--- config.mk ---
export PLATFORM = sky130hd
export DESIGN_NAME = param_seq_alu
export DESIGN_NICKNAME = d
export VERILOG_FILES = /design/src/rtl/param_seq_alu.sv
export SDC_FILE = /design/constraint.sdc
export NUM_CORES = 1
export LEC_CHECK = 0
export CORE_ASPECT_RATIO = 0.5
export CORE_UTILIZATION = 45
export CTS_BUF_LIST = sky130_fd_sc_hd__clkbuf_8
export CTS_CLUSTER_DIAMETER = 50
export CTS_CLUSTER_SIZE = 28
export DETAILED_ROUTE_END_ITERATION = 10
export HOLD_SLACK_MARGIN = 0.05
export PLACE_DENSITY = 0.68
export SETUP_SLACK_MARGIN = 0.05
export SLEW_MARGIN = 15
export SYNTH_ARGS = -nofsm -noshare
export SYNTH_HDL_FRONTEND = slang
export SYNTH_SLANG_ARGS = --single-unit
--- constraint.sdc ---
create_clock -name clk -period 7.9 [get_ports clk]
set_input_delay 0.79 -clock clk [delete_from_list [all_inputs] [get_ports clk]]
set_output_delay 0.79 -clock clk [all_outputs]
set_load 0.03 [all_outputs]
--- src/rtl/param_seq_alu.sv ---
// param_seq_alu: clocked WIDTH-bit ALU with a shift-add multiplier, an internal CCR and a CCR save stack.
// Ports:
//   clk, rst             clock (rising edge), asynchronous active-high reset
//   in_valid / in_ready  issue handshake; in_ready is high only while idle
//   op                   5-bit operation code; codes 19-31 behave as NOP
//   operand_a/operand_b  WIDTH-bit operands (b is also the shift amount)
//   out_valid            one-cycle completion pulse
//   result_lo/result_hi  result, high half non-zero only for MUL
//   ccr                  {NF, OF, CF, ZF}
//   ccr_err              sticky save-stack overflow/underflow flag
module param_seq_alu #(
    parameter int WIDTH      = 16,
    parameter int SAVE_DEPTH = 2
) (
    input  logic             clk,
    input  logic             rst,
    input  logic             in_valid,
    output logic             in_ready,
    input  logic [4:0]       op,
    input  logic [WIDTH-1:0] operand_a,
    input  logic [WIDTH-1:0] operand_b,
    output logic             out_valid,
    output logic [WIDTH-1:0] result_lo,
    output logic [WIDTH-1:0] result_hi,
    output logic [3:0]       ccr,
    output logic             ccr_err
);
    localparam int CW = $clog2(WIDTH);
    localparam int SW = $clog2(SAVE_DEPTH + 1);
    localparam int IW = (SAVE_DEPTH > 1) ? $clog2(SAVE_DEPTH) : 1;
    localparam logic [4:0] OP_NOT  = 5'd1;
    localparam logic [4:0] OP_INC  = 5'd2;
    localparam logic [4:0] OP_DEC  = 5'd3;
    localparam logic [4:0] OP_MOV  = 5'd4;
    localparam logic [4:0] OP_ADD  = 5'd5;
    localparam logic [4:0] OP_SUB  = 5'd6;
    localparam logic [4:0] OP_AND  = 5'd7;
    localparam logic [4:0] OP_OR   = 5'd8;
    localparam logic [4:0] OP_SHL  = 5'd9;
    localparam logic [4:0] OP_SHR  = 5'd10;
    localparam logic [4:0] OP_SETC = 5'd11;
    localparam logic [4:0] OP_CLRC = 5'd12;
    localparam logic [4:0] OP_MUL  = 5'd13;
    localparam logic [4:0] OP_SAVE = 5'd14;
    localparam logic [4:0] OP_RTI  = 5'd15;
    localparam logic [4:0] OP_JZ   = 5'd16;
    localparam logic [4:0] OP_JN   = 5'd17;
    localparam logic [4:0] OP_JC   = 5'd18;

    typedef enum logic {IDLE, MULT} state_t;
    state_t state, stateNext;

    logic [CW-1:0]      count;
    logic [2*WIDTH-1:0] mcand;
    logic [WIDTH-1:0]   mplier;
    logic [2*WIDTH-1:0] acc;
    logic [2*WIDTH-1:0] accSum;
    logic [3:0]         stack [SAVE_DEPTH];
    logic [SW-1:0]      sp;
    logic               accept;
    logic               mulLast;
    logic               stackFull;
    logic               stackEmpty;
    logic [WIDTH:0]     aluWide;
    logic [WIDTH-1:0]   aluRes;
    logic [3:0]         aluCcr;
    logic               setZn;

    assign in_ready   = state == IDLE;
    assign accept     = in_valid && in_ready;
    assign mulLast    = (state == MULT) && (count == CW'(WIDTH - 1));
    assign stackFull  = sp == SW'(SAVE_DEPTH);
    assign stackEmpty = sp == '0;
    assign accSum     = acc + (mplier[0] ? mcand : '0);

    always_ff @(posedge clk or posedge rst) begin
        if (rst) state <= IDLE;
        else     state <= stateNext;
    end

    always_comb begin
        stateNext = state;
        if (accept && op == OP_MUL) stateNext = MULT;
        if (mulLast)                stateNext = IDLE;
    end

    // Single-cycle ALU path; shifts run one bit wider so the last bit shifted out lands in CF.
    always_comb begin
        aluWide = '0;
        aluRes  = '0;
        aluCcr  = ccr;
        setZn   = 1'b0;
        case (op)
            OP_NOT: begin
                aluRes = ~operand_a;
                setZn  = 1'b1;
            end
            OP_INC: begin
                aluWide   = {1'b0, operand_a} + (WIDTH + 1)'(1);
                aluRes    = aluWide[WIDTH-1:0];
                aluCcr[1] = aluWide[WIDTH];
                setZn     = 1'b1;
            end
            OP_DEC: begin
                aluWide   = {1'b0, operand_a} - (WIDTH + 1)'(1);
                aluRes    = aluWide[WIDTH-1:0];
                aluCcr[1] = aluWide[WIDTH];
                setZn     = 1'b1;
            end
            OP_MOV: aluRes = operand_b;
            OP_ADD: begin
                aluWide   = {1'b0, operand_a} + {1'b0, operand_b};
                aluRes    = aluWide[WIDTH-1:0];
                aluCcr[1] = aluWide[WIDTH];
                aluCcr[2] = (operand_a[WIDTH-1] == operand_b[WIDTH-1]) && (aluWide[WIDTH-1] != operand_a[WIDTH-1]);
                setZn     = 1'b1;
            end
            OP_SUB: begin
                aluWide   = {1'b0, operand_a} - {1'b0, operand_b};
                aluRes    = aluWide[WIDTH-1:0];
                aluCcr[1] = aluWide[WIDTH];
                aluCcr[2] = (operand_a[WIDTH-1] != operand_b[WIDTH-1]) && (aluWide[WIDTH-1] != operand_a[WIDTH-1]);
                setZn     = 1'b1;
            end
            OP_AND: begin
                aluRes = operand_a & operand_b;
                setZn  = 1'b1;
            end
            OP_OR: begin
                aluRes = operand_a | operand_b;
                setZn  = 1'b1;
            end
            OP_SHL: begin
                aluWide   = {1'b0, operand_a} << operand_b;
                aluRes    = aluWide[WIDTH-1:0];
                aluCcr[1] = aluWide[WIDTH];
                setZn     = 1'b1;
            end
            OP_SHR: begin
                aluWide   = {operand_a, 1'b0} >> operand_b;
                aluRes    = aluWide[WIDTH:1];
                aluCcr[1] = aluWide[0];
                setZn     = 1'b1;
            end
            OP_SETC: aluCcr[1] = 1'b1;
            OP_CLRC: aluCcr[1] = 1'b0;
            OP_RTI:  aluCcr    = stackEmpty ? ccr : stack[IW'(sp - SW'(1))];
            OP_JZ:   aluCcr[0] = 1'b0;
            OP_JN:   aluCcr[3] = 1'b0;
            OP_JC:   aluCcr[1] = 1'b0;
            default: aluRes = '0;
        endcase
        if (setZn) begin
            aluCcr[0] = aluRes == '0;
            aluCcr[3] = aluRes[WIDTH-1];
        end
    end

    always_ff @(posedge clk or posedge rst) begin
        if (rst) begin
            out_valid <= 1'b0;
            result_lo <= '0;
            result_hi <= '0;
            ccr       <= '0;
            ccr_err   <= 1'b0;
            sp        <= '0;
            count     <= '0;
            mcand     <= '0;
            mplier    <= '0;
            acc       <= '0;
            for (int i = 0; i < SAVE_DEPTH; i++) stack[i] <= '0;
        end else begin
            out_valid <= 1'b0;
            if (accept && op == OP_MUL) begin
                mcand  <= {{WIDTH{1'b0}}, operand_a};
                mplier <= operand_b;
                acc    <= '0;
                count  <= '0;
            end else if (accept) begin
                out_valid <= 1'b1;
                result_lo <= aluRes;
                result_hi <= '0;
                ccr       <= aluCcr;
                if (op == OP_SAVE) begin
                    if (stackFull) begin
                        ccr_err <= 1'b1;
                    end else begin
                        stack[IW'(sp)] <= ccr;
                        sp             <= sp + SW'(1);
                    end
                end
                if (op == OP_RTI) begin
                    if (stackEmpty) ccr_err <= 1'b1;
                    else            sp      <= sp - SW'(1);
                end
            end else if (state == MULT) begin
                acc    <= accSum;
                mcand  <= mcand << 1;
                mplier <= mplier >> 1;
                count  <= count + CW'(1);
                if (mulLast) begin
                    out_valid <= 1'b1;
                    result_lo <= accSum[WIDTH-1:0];
                    result_hi <= accSum[2*WIDTH-1:WIDTH];
                    ccr       <= {accSum[2*WIDTH-1], ccr[2], accSum[2*WIDTH-1:WIDTH] != '0, accSum == '0};
                end
            end
        end
    end
endmodule

==> flow_summary.toml <==
[synthesis]
async_reset_ff_share_pct = 100
synth_top_cell_area_share_pct = 25.9
avgSynthCellArea_um2 = 7.99
synth_edf_count = 0
ys_ff_latch = 133
synth_top_cell_by_area = "dfrtp_1"
synthAdderAreaFrac_pct = 8.82
synth_xor_xnor_area_share_pct = 3.00
ys_warn_count = 0
synth_compound_area_share_pct = 27.0
synth_ff_type = "dfrtp_1"
synth_top_family_by_area = "compound AO/OA/AOI/OAI gates"
ys_seq_area_share_pct = 25.9
synth-simple-area-share_pct = 21.6
synth_mux_area_share_pct = 8.05
ys_types = 92
synth_area_leaders = "dfrtp_1 (26%), ha_1 (8.3%), nand2_1 (7.0%)"
synthCells = 1608
synth_area_um2 = 12900
syn_nets = 1736

[finish]
num_antenna_cells = 0
final_nets = 1741
drive_above_1_share_pct = 8.79
layoutNonFillerInstCount = 2008
syn_to_final_growth_pct = 10.9
ff_latch_area_um2 = 3330
design_area_um2 = 14200
fillers = 2698
multi_input_area_um2 = 8820

[clock_tree]
cts.clk_slew.worst_paths_ns = 0.09
clock_latency_ns = 0.46
clockBufferDepth = 2
cts_resized = 0
cts_hold_buffers = 0
post_cts_buffers = 0
tritoncts = "yes"
numCtsBuffers = 17
cts_sinks = 133
ctsRootBufferMaster = "clkbuf_8"
htree_levels = 4

[timing]
skew_ns = 0.0137
max_freq_ghz = 0.172
maxSlewHeadroom_pct = 28.2
fin_tns_setup_ns = 0
slew_violations = 0
worst_pin_slew_ns = 1.05
fin_crit_ns = 5.81
rsz0062_at_grt = "no"
fin_crit_sh_pct = 73.6
hold_viol = 0
setup_viol = 0
setup_ws_ns = 2.09

[die]
die_w_um = 241
rows = 43
coreArea_um2 = 27900
die_h_um = 121
start_util_pct = 46.1
die_area_um2 = 29300
num_io_pins = 79

[power]
total_leakage_power_nw = 6.04
ir_drop_uv = 124
powerDensity_nw_per_um2 = 219

[grt]
grt_max_degree = 69
grt.total_usage_pct = 32.6
grt_pass1_vias = 12200
antenna_found_initial = 0
grt_pass1_wl_mm = 73.0
gr-total-overflow = 0

[flow_run]
maxCapViolations = 0

[critical_path]
rr_startpoint = "mplier[0]"
r2r_cells = 13
startpoint = "operand_b[3]"
required_ns = 8.26
worst_setup_path_start_kind = "primary input"
cp_data_arrival_time_ns = 6.17
cpMostUsedCell = "a2111oi_1"
path_max_fanout = 23
critPathSlowestCell = "clkdlybuf4s50_1"
end_kind = "flip-flop"
critical_path_class = "in -> reg"
cpPeakStageDelay_ns = 1.07
cp_cell_sequence = "clkdlybuf4s50_1 -> clkinv_1 -> ha_1 -> nor3_1 -> a2111oi_1 -> o21bai_1 -> a311oi_2 -> o221ai_1 -> a2111oi_1 -> nand4b_1 -> nor4_1 -> a31oi_1 -> o41ai_1"

[hold_path]
min_path_cells = 2
min_from = "mplier[8]"
hp-class = "reg -> reg"

[route]
post_drt_wl_per_cell_um = 23.6
vias_per_cell = 6.57
wirelength_mm = 47.4
drt_iter0_drc = 1665
vias = 13200
drc = 0
dr.pass1.iters = 7
drt.antenna.violating_nets = 0

[placed_design]
hpwl_mm = 34.6
place.gp.congestion = 0.971
io_buffers = 78
dp.cells = 1976
placed_area_um2 = 13800
place_ws_ns = 1.86

[outcome]
status = "completed"
==> cell usage after synthesis, types with 11 or more instances <==
cell type,number
a22oi_1,40
a21oi_1,103
a31oi_1,11
nand4_1,17
a221o_1,11
o221ai_1,13
mux2i_1,37
o21a_1,13
a211oi_1,18
xor2_1,14
ha_1,85
buf_2,13
and2_1,37
mux4_2,22
nand2_1,240
inv_1,58
a221oi_1,15
a22o_1,22
mux2_2,15
nor2b_1,12
nor4_1,16
o22ai_1,16
o21ai_0,115
nor3_1,42
nor2_1,97
clkbuf_1,89
xnor2_1,30
buf_1,14
a21o_1,21
dfrtp_1,133
o211ai_1,12
nand2b_1,14
nand3_1,36
==> flip-flops by register name, summed over array words and instances (netlist names), named ones only <==
| register | count |
|---|---|
| stack | 8 |
| state | 1 |
| mplier | 16 |
| ccr_err | 1 |
| acc | 32 |
| result_lo | 16 |
| out_valid | 1 |
| count | 4 |
| ccr | 4 |
| sp | 1 |
| mcand | 32 |
| result_hi | 16 |
==> cell usage in the layout (no fill, tap or decap), drive strengths merged, types with 40 or more instances in the layout <==
cell type / count
nor3: 45
a21oi: 105
inv: 64
clkdlybuf4s50: 75
o21ai: 125
a22oi: 40
nand2: 240
dfrtp: 133
ha: 85
nor2: 98
==> metal layers <==
layer | GRT usage (%) | share of wire, % | vias up
li1 | - | - | 5966
met1 | 47.7 | 45 | 6395
met2 | 50.2 | 44 | 747
met3 | 4.46 | 9.2 | 82
met4 | 8.50 | 2.3 | 0
met5 | 0 | 0 | -
==> stage by stage <==
| step | power [mW] | hold WS [ns] | utilization [%] |
|---|---|---|---|
| CTS | 3.10 | 0.489 | 51.1 |
| finish | 3.12 | 0.484 | 51.1 |
| detailed placement | 2.51 | 0.466 | 49.6 |
| floorplan | 2.02 | 0.446 | - |
| global route | 3.31 | 0.497 | 51.1 |
| global placement | 2.48 | 0.461 | 49.6 |
==> final timing paths <==
path / slack (ns) / end
max in group asynchronous: 5.72 / state
max: 2.09 / ccr[0]
min in group asynchronous: 0.79 / mcand[22]
min reg2reg: 0.48 / mplier[8]
max reg2reg: 3.09 / ccr[0]
min: 0.48 / mplier[8]
==> critical path: cells and delay by family <==
kind / cells / cell delay, ns
AOI/OAI and AO/OA: 7 / 2.30
buffers and inverters: 2 / 1.67
and+or+nand+nor: 3 / 0.76
adders and majority gates: 1 / 0.62
==> kinds of logic (layout without fill, tap and decap cells) <==
logic type               Yosys count  after routing
AO/OA/AOI/OAI                    512            512
XOR/XNOR                          44             44
adder cells (fa/ha/maj)           89             89
buffers and inverters            181            199
flip-flops                       133            133
multiplexers                      74             74
AND/OR/NAND/NOR                  575            575
==> power breakdown <==
part | internal (mW) | leakage [nW] | switching [mW]
Sequential | 0.885 | 1.78 | 0.206
Clock | 0.288 | 0.198 | 0.308
Combinational | 0.524 | 4.06 | 0.908
==> final cells by class <==
cell class / count / area share (%)
Clock buffer: 17 / 1.64
Timing Repair Buffer: 106 / 6.85
Inverter: 61 / 1.64
Tap cell: 382 / 3.35
Clock inverter: 15 / 1.20
Multi-Input combinational cell: 1294 / 61.9
Sequential cell: 133 / 23.4
No activity file was read; power rests on OpenSTA's default activity.
